File: config.mk
export PLATFORM = sky130hd
export DESIGN_NAME = atm_f7_port
export DESIGN_NICKNAME = d
export VERILOG_FILES = /design/src/rtl/atm_f7_port.sv
export SDC_FILE = /design/constraint.sdc
export NUM_CORES = 1
export LEC_CHECK = 0
export CAP_MARGIN = 15
export CORE_AREA = 2 2 111 113
export DETAILED_ROUTE_END_ITERATION = 6
export DIE_AREA = 0 0 113 115
export PLACE_DENSITY = 0.73
export RECOVER_POWER = 100
export SLEW_MARGIN = 20
export SYNTH_ARGS = -nofsm -noshare
export SYNTH_HDL_FRONTEND = slang
export SYNTH_SLANG_ARGS = --single-unit
File: constraint.sdc
create_clock -name fclk -period 1.95 [get_ports fclk]
set_input_delay 0.39 -clock fclk [delete_from_list [all_inputs] [get_ports fclk]]
set_output_delay 0.39 -clock fclk [all_outputs]
set_load 0.005 [all_outputs]
File: src/rtl/atm_f7_port.sv
// rtl/atm_f7_port.sv - ATM xxF7 memory-map port responder: write strobe to pagers plus shadow readback
module atm_f7_port (
  input  logic        fclk,
  input  logic        rst_n,
  input  logic        zpos,
  input  logic        zneg,
  input  logic [15:0] za,
  input  logic [7:0]  zd_in,
  input  logic        iorq_n,
  input  logic        rd_n,
  input  logic        wr_n,
  input  logic        m1_n,
  input  logic        port_ena,
  input  logic        pent1m_ROM,
  output logic        atmF7_wr,
  output logic [15:0] wr_za,
  output logic [7:0]  wr_zd,
  output logic [7:0]  zd_out,
  output logic        zd_out_ena
);

  localparam logic [1:0] ST_IDLE = 2'd0;
  localparam logic [1:0] ST_WSTB = 2'd1;
  localparam logic [1:0] ST_HOLD = 2'd2;
  localparam logic [1:0] ST_READ = 2'd3;

  logic [1:0]  state_q, state_d;
  logic        armed_q, armed_d;
  logic        strobe_q, strobe_d;
  logic [15:0] wr_za_q, wr_za_d;
  logic [7:0]  wr_zd_q, wr_zd_d;
  logic [7:0]  zd_out_q, zd_out_d;
  logic        ena_q, ena_d;
  logic [7:0]  shadow_q [0:7];
  logic        sh_we;
  logic [2:0]  sh_idx;
  logic        port_hit, io_ok, wr_cyc, rd_cyc;
  logic        zneg_unused;

  assign zneg_unused = zneg;

  always_comb begin
    port_hit = port_ena && (za[7:0] == 8'hF7) && (za[13:12] == 2'b11) && (za[10:8] == 3'b111);
    io_ok    = !iorq_n && m1_n && port_hit;
    wr_cyc   = io_ok && !wr_n;
    rd_cyc   = io_ok && !rd_n;
    sh_idx   = {za[15:14], pent1m_ROM};

    state_d  = state_q;
    armed_d  = armed_q;
    strobe_d = 1'b0;
    wr_za_d  = wr_za_q;
    wr_zd_d  = wr_zd_q;
    zd_out_d = zd_out_q;
    ena_d    = ena_q;
    sh_we    = 1'b0;

    // An idle bus seen on any zpos re-arms; acceptance disarms until the cycle ends.
    if (zpos && iorq_n) armed_d = 1'b1;

    case (state_q)
      ST_IDLE: begin
        if (zpos && armed_q && wr_cyc) begin
          state_d  = ST_WSTB;
          armed_d  = 1'b0;
          strobe_d = 1'b1;
          wr_za_d  = za;
          wr_zd_d  = zd_in;
          sh_we    = 1'b1;
        end else if (zpos && armed_q && rd_cyc) begin
          state_d  = ST_READ;
          armed_d  = 1'b0;
          ena_d    = 1'b1;
          zd_out_d = shadow_q[sh_idx];
        end
      end
      ST_WSTB: state_d = ST_HOLD;
      ST_HOLD: begin
        if (zpos && iorq_n) state_d = ST_IDLE;
      end
      default: begin
        zd_out_d = shadow_q[sh_idx];
        if (zpos && (iorq_n || rd_n)) begin
          state_d = ST_IDLE;
          ena_d   = 1'b0;
        end
      end
    endcase
  end

  always_ff @(posedge fclk or negedge rst_n) begin
    if (!rst_n) begin
      state_q  <= ST_IDLE;
      armed_q  <= 1'b0;
      strobe_q <= 1'b0;
      wr_za_q  <= 16'h0000;
      wr_zd_q  <= 8'h00;
      zd_out_q <= 8'h00;
      ena_q    <= 1'b0;
    end else begin
      state_q  <= state_d;
      armed_q  <= armed_d;
      strobe_q <= strobe_d;
      wr_za_q  <= wr_za_d;
      wr_zd_q  <= wr_zd_d;
      zd_out_q <= zd_out_d;
      ena_q    <= ena_d;
    end
  end

  // Reset contents mirror the pagers' power-up pages in 1 MB encoding; index = {window, map}.
  always_ff @(posedge fclk or negedge rst_n) begin
    if (!rst_n) begin
      shadow_q[0] <= 8'h81;
      shadow_q[1] <= 8'h83;
      shadow_q[2] <= 8'h7A;
      shadow_q[3] <= 8'h7A;
      shadow_q[4] <= 8'h7D;
      shadow_q[5] <= 8'h7D;
      shadow_q[6] <= 8'hFF;
      shadow_q[7] <= 8'hFF;
    end else if (sh_we) begin
      shadow_q[sh_idx] <= zd_in;
    end
  end

  assign atmF7_wr   = strobe_q;
  assign wr_za      = wr_za_q;
  assign wr_zd      = wr_zd_q;
  assign zd_out     = zd_out_q;
  assign zd_out_ena = ena_q;

endmodule

==> out/metrics.csv, run 1 <==
stage,metric,value,unit
run_status,status,"finished, violations left",
run_status,violations,"design-rule violations, negative setup slack",
clock_tree,clock_tree.buffer_depth,2,
setup_path,cp_data_required_time,2180,ps
detailed_routing,post-route-drc-count,12,
logic_synthesis,async_flop_share,100,%
clock_tree,clk_latency,340,ps
power_and_ir_drop,vdd_drop_max,0.517,mV
detailed_routing,wl_per_cell,18.4,um
logic_synthesis,yosys.area.top_type_share,31.6,%
detailed_routing,drt-initial-drc-count,209,
detailed_routing,drt-total-wl,10900,um
global_route,grt_start_max_net_pins,41,
cells_and_area,layout.nets,479,
power_and_ir_drop,combPwrFrac,11.7,%
logic_synthesis,syn_avg_cell_area,13.9,um2
global_route,antenna_found_initial,0,
power_and_ir_drop,p_int,3.74,mW
setup_path,cp_max_fo,8,
detailed_routing,ant_nets,0,
power_and_ir_drop,p_sw_share,22.2,%
logic_synthesis,synth_area_leaders,"dfrtp_1 32%, dfstp_2 25%, mux2_2 15%, mux2_4 5.2%, mux4_2 4.9%",
power_and_ir_drop,p_total,4.81,mW
timing,tns,-1580,ps
floorplanning,start_util,38.9,%
setup_path,path_class,input pin to flop,
cells_and_area,most-common-layout-cells,"58 x mux2_2, 58 x dfrtp_1, 51 x clkdlybuf4s50_1",
logic_synthesis,synthFlopType,dfrtp_1,
setup_path,cp-start-kind,input pin,
clock_tree,cts_tree,built,
clock_tree,clk_pin_slew,70,ps
power_and_ir_drop,seqPwrFrac,44.0,%
clock_tree,cts_num_sinks,101,
floorplanning,die_area,13000,um2
timing,rsz0062_at_grt,yes,
clock_tree,htreeDepth,3,
detailed_routing,drt_pass1_iterations,6,
global_route,grt_usage,17.5,%
timing,max_slew_margin,35.5,%
setup_path,cp.arrival,2310,ps
logic_synthesis,synth_edf_count,0,
floorplanning,ioPinCount,68,
timing,setup_slack,-127,ps
logic_synthesis,synth_cells,332,
timing,finalHoldViolCount,0,
power_and_ir_drop,power_density,774,nW/um2
cells_and_area,fin_util,52.6,%
min_path,min_path_type,input pin to async pin,
logic_synthesis,ys_types,41,
logic_synthesis,synth_nets,369,
run,drv_cap,0,
power_and_ir_drop,p_sw,1.07,mW
global_route,grt_pass1_wl,17500,um
logic_synthesis,seq_area_frac_synth,56.1,%
clock_tree,numCtsBuffers,9,
timing,finClkSkew,11.2,ps
power_and_ir_drop,leakagePower,3.00,nW
timing,timing.hold.ws,188,ps
floorplanning,die_w,113,um
detailed_routing,vias,3108,
floorplanning,core-area,11800,um2
cells_and_area,antenna_cells,0,
power_and_ir_drop,clkPwrFrac,44.3,%
placement,dp_hpwl,7300,um
floorplanning,rows,40,
detailed_routing,viasPerCell,5.23,
timing,fmax,0.481,GHz
cells_and_area,drive_gt1_share,46.1,%
clock_tree,cts_root_buf,clkbuf_16,
timing,finalMaxSlewViolations,0,
logic_synthesis,yosysWarnings,0,
floorplanning,die_h,115,um
setup_path,cp-end-kind,flop,
cells_and_area,syn2layout_area_growth,35.2,%
timing,fin_crit,2080,ps
global_route,grt_pass1_vias,3279,
placement,port_buffers,66,
timing,worst_slew_pin_slew,967,ps
timing,setup_viol,20,
placement,globalplace.congestion,0.795,
logic_synthesis,yosysTopAreaCell,dfrtp_1,
timing,post-route-period-util,107,%
global_route,grt-ovfl-total,0,
logic_synthesis,ys_ff_latch,101,
logic_synthesis,synth_area,4600,um2
cell usage after synthesis (3+ instances only):
library cell,n
nand3b_1,5
dfstp_2,43
mux2_4,16
a31oi_1,4
o21ai_0,8
nor2_1,8
nand2b_1,10
mux2i_1,6
a22o_1,3
or2b_1,3
a22oi_1,3
dfrtp_1,58
ha_1,3
buf_2,3
clkbuf_1,13
mux4_2,10
and2_1,3
nand2_1,40
nand4_1,5
mux2_2,61
logic make-up (layout without fill, tap and decap cells):
kind of cell               count (synthesis)  count (layout)  synth area share, %
AOI/OAI and AO/OA                         23              23                 3.35
adders and majority gates                  3               3                0.816
buffers and inverters                     20             135                 1.96
DFF                                      101             101                 56.1
muxes                                     93              93                 26.4
and+or+nand+nor                           92              92                 11.4
stage by stage:
step	worst slack, ps	cell area, um2	std cells
floorplan	-211	4620	332
global placement	-735	5730	569
detailed placement	-768	5730	569
CTS	-171	6150	589
global route	-199	6220	594
finish	-127	6220	594
power by group through the flow:
stage / clock network, mW / registers, mW / logic (mW)
detailed placement: 0 / 2.15 / 0.557
CTS: 2.18 / 2.12 / 0.563
finish: 2.13 / 2.12 / 0.562
floorplan: 0 / 2.15 / 0.235
global placement: 0 / 2.15 / 0.541
global route: 2.27 / 2.12 / 0.608
layout make-up:
type / count / area, um2
Fill cell: 980 / 5590
Tap cell: 147 / 184
Timing Repair Buffer: 117 / 1110
Clock buffer: 13 / 272
Multi-Input combinational cell: 211 / 1980
Inverter: 2 / 7.51
Clock inverter: 3 / 90.1
Sequential cell: 101 / 2580
final timing paths:
kind | startpoint | to | slack (ps) | depth (start not counted)
worst max-delay path | za[5] | shadow_q[31] | -130 | 7
worst min-delay path | rst_n | shadow_q[34] | 190 | 1
worst min register to register | wr_za[9] | wr_za[9] | 460 | 1
min in group fclk | wr_za[9] | wr_za[9] | 460 | 1
max in group asynchronous | rst_n | shadow_q[3] | 550 | 2
worst max register to register | armed_q | shadow_q[31] | -120 | 5
timing repair:
action / 4_1_cts / 5_1_grt
pin swaps: 8 / 8
setup endpoints to repair: 73 / 73
resized for setup: 16 / 16
buffers inserted: 4 / 5
hold buffers: 0 / 0
metal layers:
metal  share of wire (%)  vias up  GRT usage [%]
li1                    -     1417              -
met2                  50       94           29.5
met5                   0        -              0
met3                 6.2        9           5.64
met4                0.97        0           5.45
met1                  43     1588           21.6
registers in the layout, summed over array words and instances, names as in the netlist:
name / cells
armed_q: 1
wr_za: 16
zd_out: 8
shadow_q: 64
zd_out_ena: 1
atmF7_wr: 1
wr_zd: 8
state_q: 2
critical path: stages:
cell	delay, ps
clkdlybuf4s50_1	460
nand4_1	90
nor2_1	100
buf_4	140
nand4b_4	130
or4b_4	660
mux2_4	330
Note: power is estimated with default switching activity, not from simulation.
==> inputs of run 2 (changes only) <==
--- a/config.mk
+++ b/config.mk
@@ -7,6 +7,7 @@
 export LEC_CHECK = 0
 export CAP_MARGIN = 15
 export CORE_AREA = 2 2 111 113
+export CTS_BUF_LIST = sky130_fd_sc_hd__clkbuf_8
 export DETAILED_ROUTE_END_ITERATION = 6
 export DIE_AREA = 0 0 113 115
 export PLACE_DENSITY = 0.73
==> out/metrics.csv, run 2 (synthesis gave the netlist of run 1 again) <==
stage,metric,value,unit,change
power_and_ir_drop,p_int,3.38,mW,-9.6%
detailed_routing,viasPerCell,5.17,,-1.1%
power_and_ir_drop,seqPwrFrac,48.1,%,+4.1 points
power_and_ir_drop,clkPwrFrac,39.3,%,-5.0 points
power_and_ir_drop,vdd_drop_max,0.479,mV,-7.4%
detailed_routing,drt_pass1_iterations,6,,unchanged
global_route,grt_start_max_net_pins,41,,unchanged
timing,finClkSkew,15.2,ps,+3.99 ps
timing,fin_crit,2060,ps,-14.6 ps
clock_tree,htreeDepth,3,,unchanged
run_status,status,"finished, violations left",,
cells_and_area,antenna_cells,0,,unchanged
placement,dp_hpwl,7300,um,unchanged
clock_tree,clk_latency,380,ps,+40 ps
cells_and_area,drive_gt1_share,45.3,%,-0.81 points
timing,finalMaxSlewViolations,0,,unchanged
timing,fmax,0.485,GHz,+0.71%
floorplanning,ioPinCount,68,,unchanged
cells_and_area,most-common-layout-cells,"58 x mux2_2, 58 x dfrtp_1, 56 x clkdlybuf4s50_1",,
placement,globalplace.congestion,0.795,,unchanged
cells_and_area,largest_reg_flops,64,,unchanged
cells_and_area,regMostFlops,shadow_q,,
floorplanning,die_h,115,um,unchanged
setup_path,cp.arrival,2320,ps,about the same
run,drv_cap,0,,unchanged
global_route,grt_pass1_vias,3192,,-2.7%
global_route,grt-ovfl-total,0,,unchanged
placement,place_ws,-768,ps,unchanged
detailed_routing,ant_nets,0,,unchanged
detailed_routing,post-route-drc-count,12,,unchanged
timing,max_slew_margin,33.4,%,-2.1 points
timing,timing.hold.ws,470,ps,+282 ps
floorplanning,die_area,13000,um2,unchanged
timing,rsz0062_at_grt,yes,,
timing,setup_slack,-113,ps,+14.6 ps
timing,worst_slew_pin_slew,999,ps,+31.8 ps
setup_path,cp_max_fo,8,,unchanged
cells_and_area,final_area,6100,um2,-2.0%
setup_path,cp-start-kind,input pin,,
placement,placed_area,5730,um2,unchanged
run_status,violations,"design-rule violations, negative setup slack",,
clock_tree,cts_root_buf,clkbuf_8,,
floorplanning,start_util,38.9,%,unchanged
detailed_routing,drt-total-wl,10500,um,-3.9%
clock_tree,numCtsBuffers,9,,unchanged
timing,setup_viol,19,,-5.0%
placement,port_buffers,66,,unchanged
power_and_ir_drop,p_sw_share,23.1,%,+0.89 points
power_and_ir_drop,p_sw,1.02,mW,-4.9%
global_route,grt_pass1_wl,17100,um,-2.2%
clock_tree,clock_tree.buffer_depth,2,,unchanged
clock_tree,cts_tree,built,,
cells_and_area,layout.nets,476,,-0.63%
cells_and_area,fin_util,51.6,%,-1.0 points
floorplanning,rows,40,,unchanged
detailed_routing,vias,3057,,-1.6%
timing,post-route-period-util,106,%,-0.75 points
floorplanning,core-area,11800,um2,unchanged
global_route,antenna_found_initial,0,,unchanged
power_and_ir_drop,combPwrFrac,12.7,%,+1.0 points
detailed_routing,wl_per_cell,17.8,um,-3.4%
detailed_routing,drt-initial-drc-count,236,,+13%
cells_and_area,syn2layout_area_growth,32.5,%,
setup_path,path_class,input pin to flop,,
power_and_ir_drop,leakagePower,2.91,nW,-3.0%
floorplanning,die_w,113,um,unchanged
timing,finalHoldViolCount,0,,unchanged
clock_tree,cts_num_sinks,101,,unchanged
power_and_ir_drop,power_density,722,nW/um2,-6.7%
global_route,grt_usage,17.2,%,-0.30 points
min_path,min_path_type,flop to flop,,
setup_path,cp_data_required_time,2210,ps,+30 ps
clock_tree,clk_pin_slew,90,ps,+20 ps
setup_path,cp-end-kind,flop,,
-- run 2: cell types whose count changed in the layout (fill, tap and decap cells not counted), moves of 2 or more --
cell,before,now
buf_4,38,35
clkbuf_1,2,0
clkbuf_16,10,0
clkbuf_8,1,10
clkdlybuf4s15_1,2,0
clkdlybuf4s50_1,51,56
dlygate4sd2_1,7,9
dlymetal6s2s_1,5,0
inv_1,2,4
-- run 2: critical path: stages --
cell	delay [ps]
clkdlybuf4s50_1	460
nand4_1	100
nor2_1	120
buf_4	140
nand4b_4	130
or4b_4	510
buf_6	170
mux2_4	300
-- run 2: layout make-up --
type	instances	area (um2)
Clock buffer	10	138
Clock inverter	6	128
Fill cell	997	5720
Inverter	2	7.51
Multi-Input combinational cell	211	1970
Sequential cell	101	2580
Tap cell	147	184
Timing Repair Buffer	114	1090
-- run 2: what timing repair did --
item	4_1_cts	5_1_grt
gates resized for setup	16	8
setup endpoints to repair	68	57
endpoints found under the hold margin	6	0
buffers inserted	3	2
hold buffers	1	0
pin swaps	6	5
-- run 2: through the flow --
stage          instances  power (mW)  TNS [ps]
2_1_floorplan        332        2.39     -3860
3_3_place_gp         569        2.69    -45090
3_5_place_dp         569        2.71    -46910
4_1_cts              589        4.44     -1620
5_1_grt              591        4.58     -2910
6_report             591        4.40     -1190
-- run 2: path summary, 6_finish.rpt --
check,startpoint,end,slack [ps],cells after the start
min in group asynchronous,rst_n,shadow_q[34],720,2
worst max register to register,armed_q,shadow_q[47],-100,6
worst min-delay path,wr_za[4],wr_za[4],470,1
max in group asynchronous,rst_n,wr_za[7],340,3
worst max-delay path,port_ena,shadow_q[47],-110,8
worst min register to register,wr_za[4],wr_za[4],470,1
-- run 2: per-layer routing --
metal	routed length [um]	global-route usage, %
met5	0	0
met3	684	5.27
met2	5180	28.2
met4	108	4.96
met1	4530	22.2
-- run 2: power groups by stage --
stage          Sequential, mW  Clock, mW  Combinational, mW
2_1_floorplan            2.15          0              0.235
3_3_place_gp             2.15          0              0.541
3_5_place_dp             2.15          0              0.557
4_1_cts                  2.12       1.77              0.561
5_1_grt                  2.12       1.86              0.608
6_report                 2.12       1.73              0.557
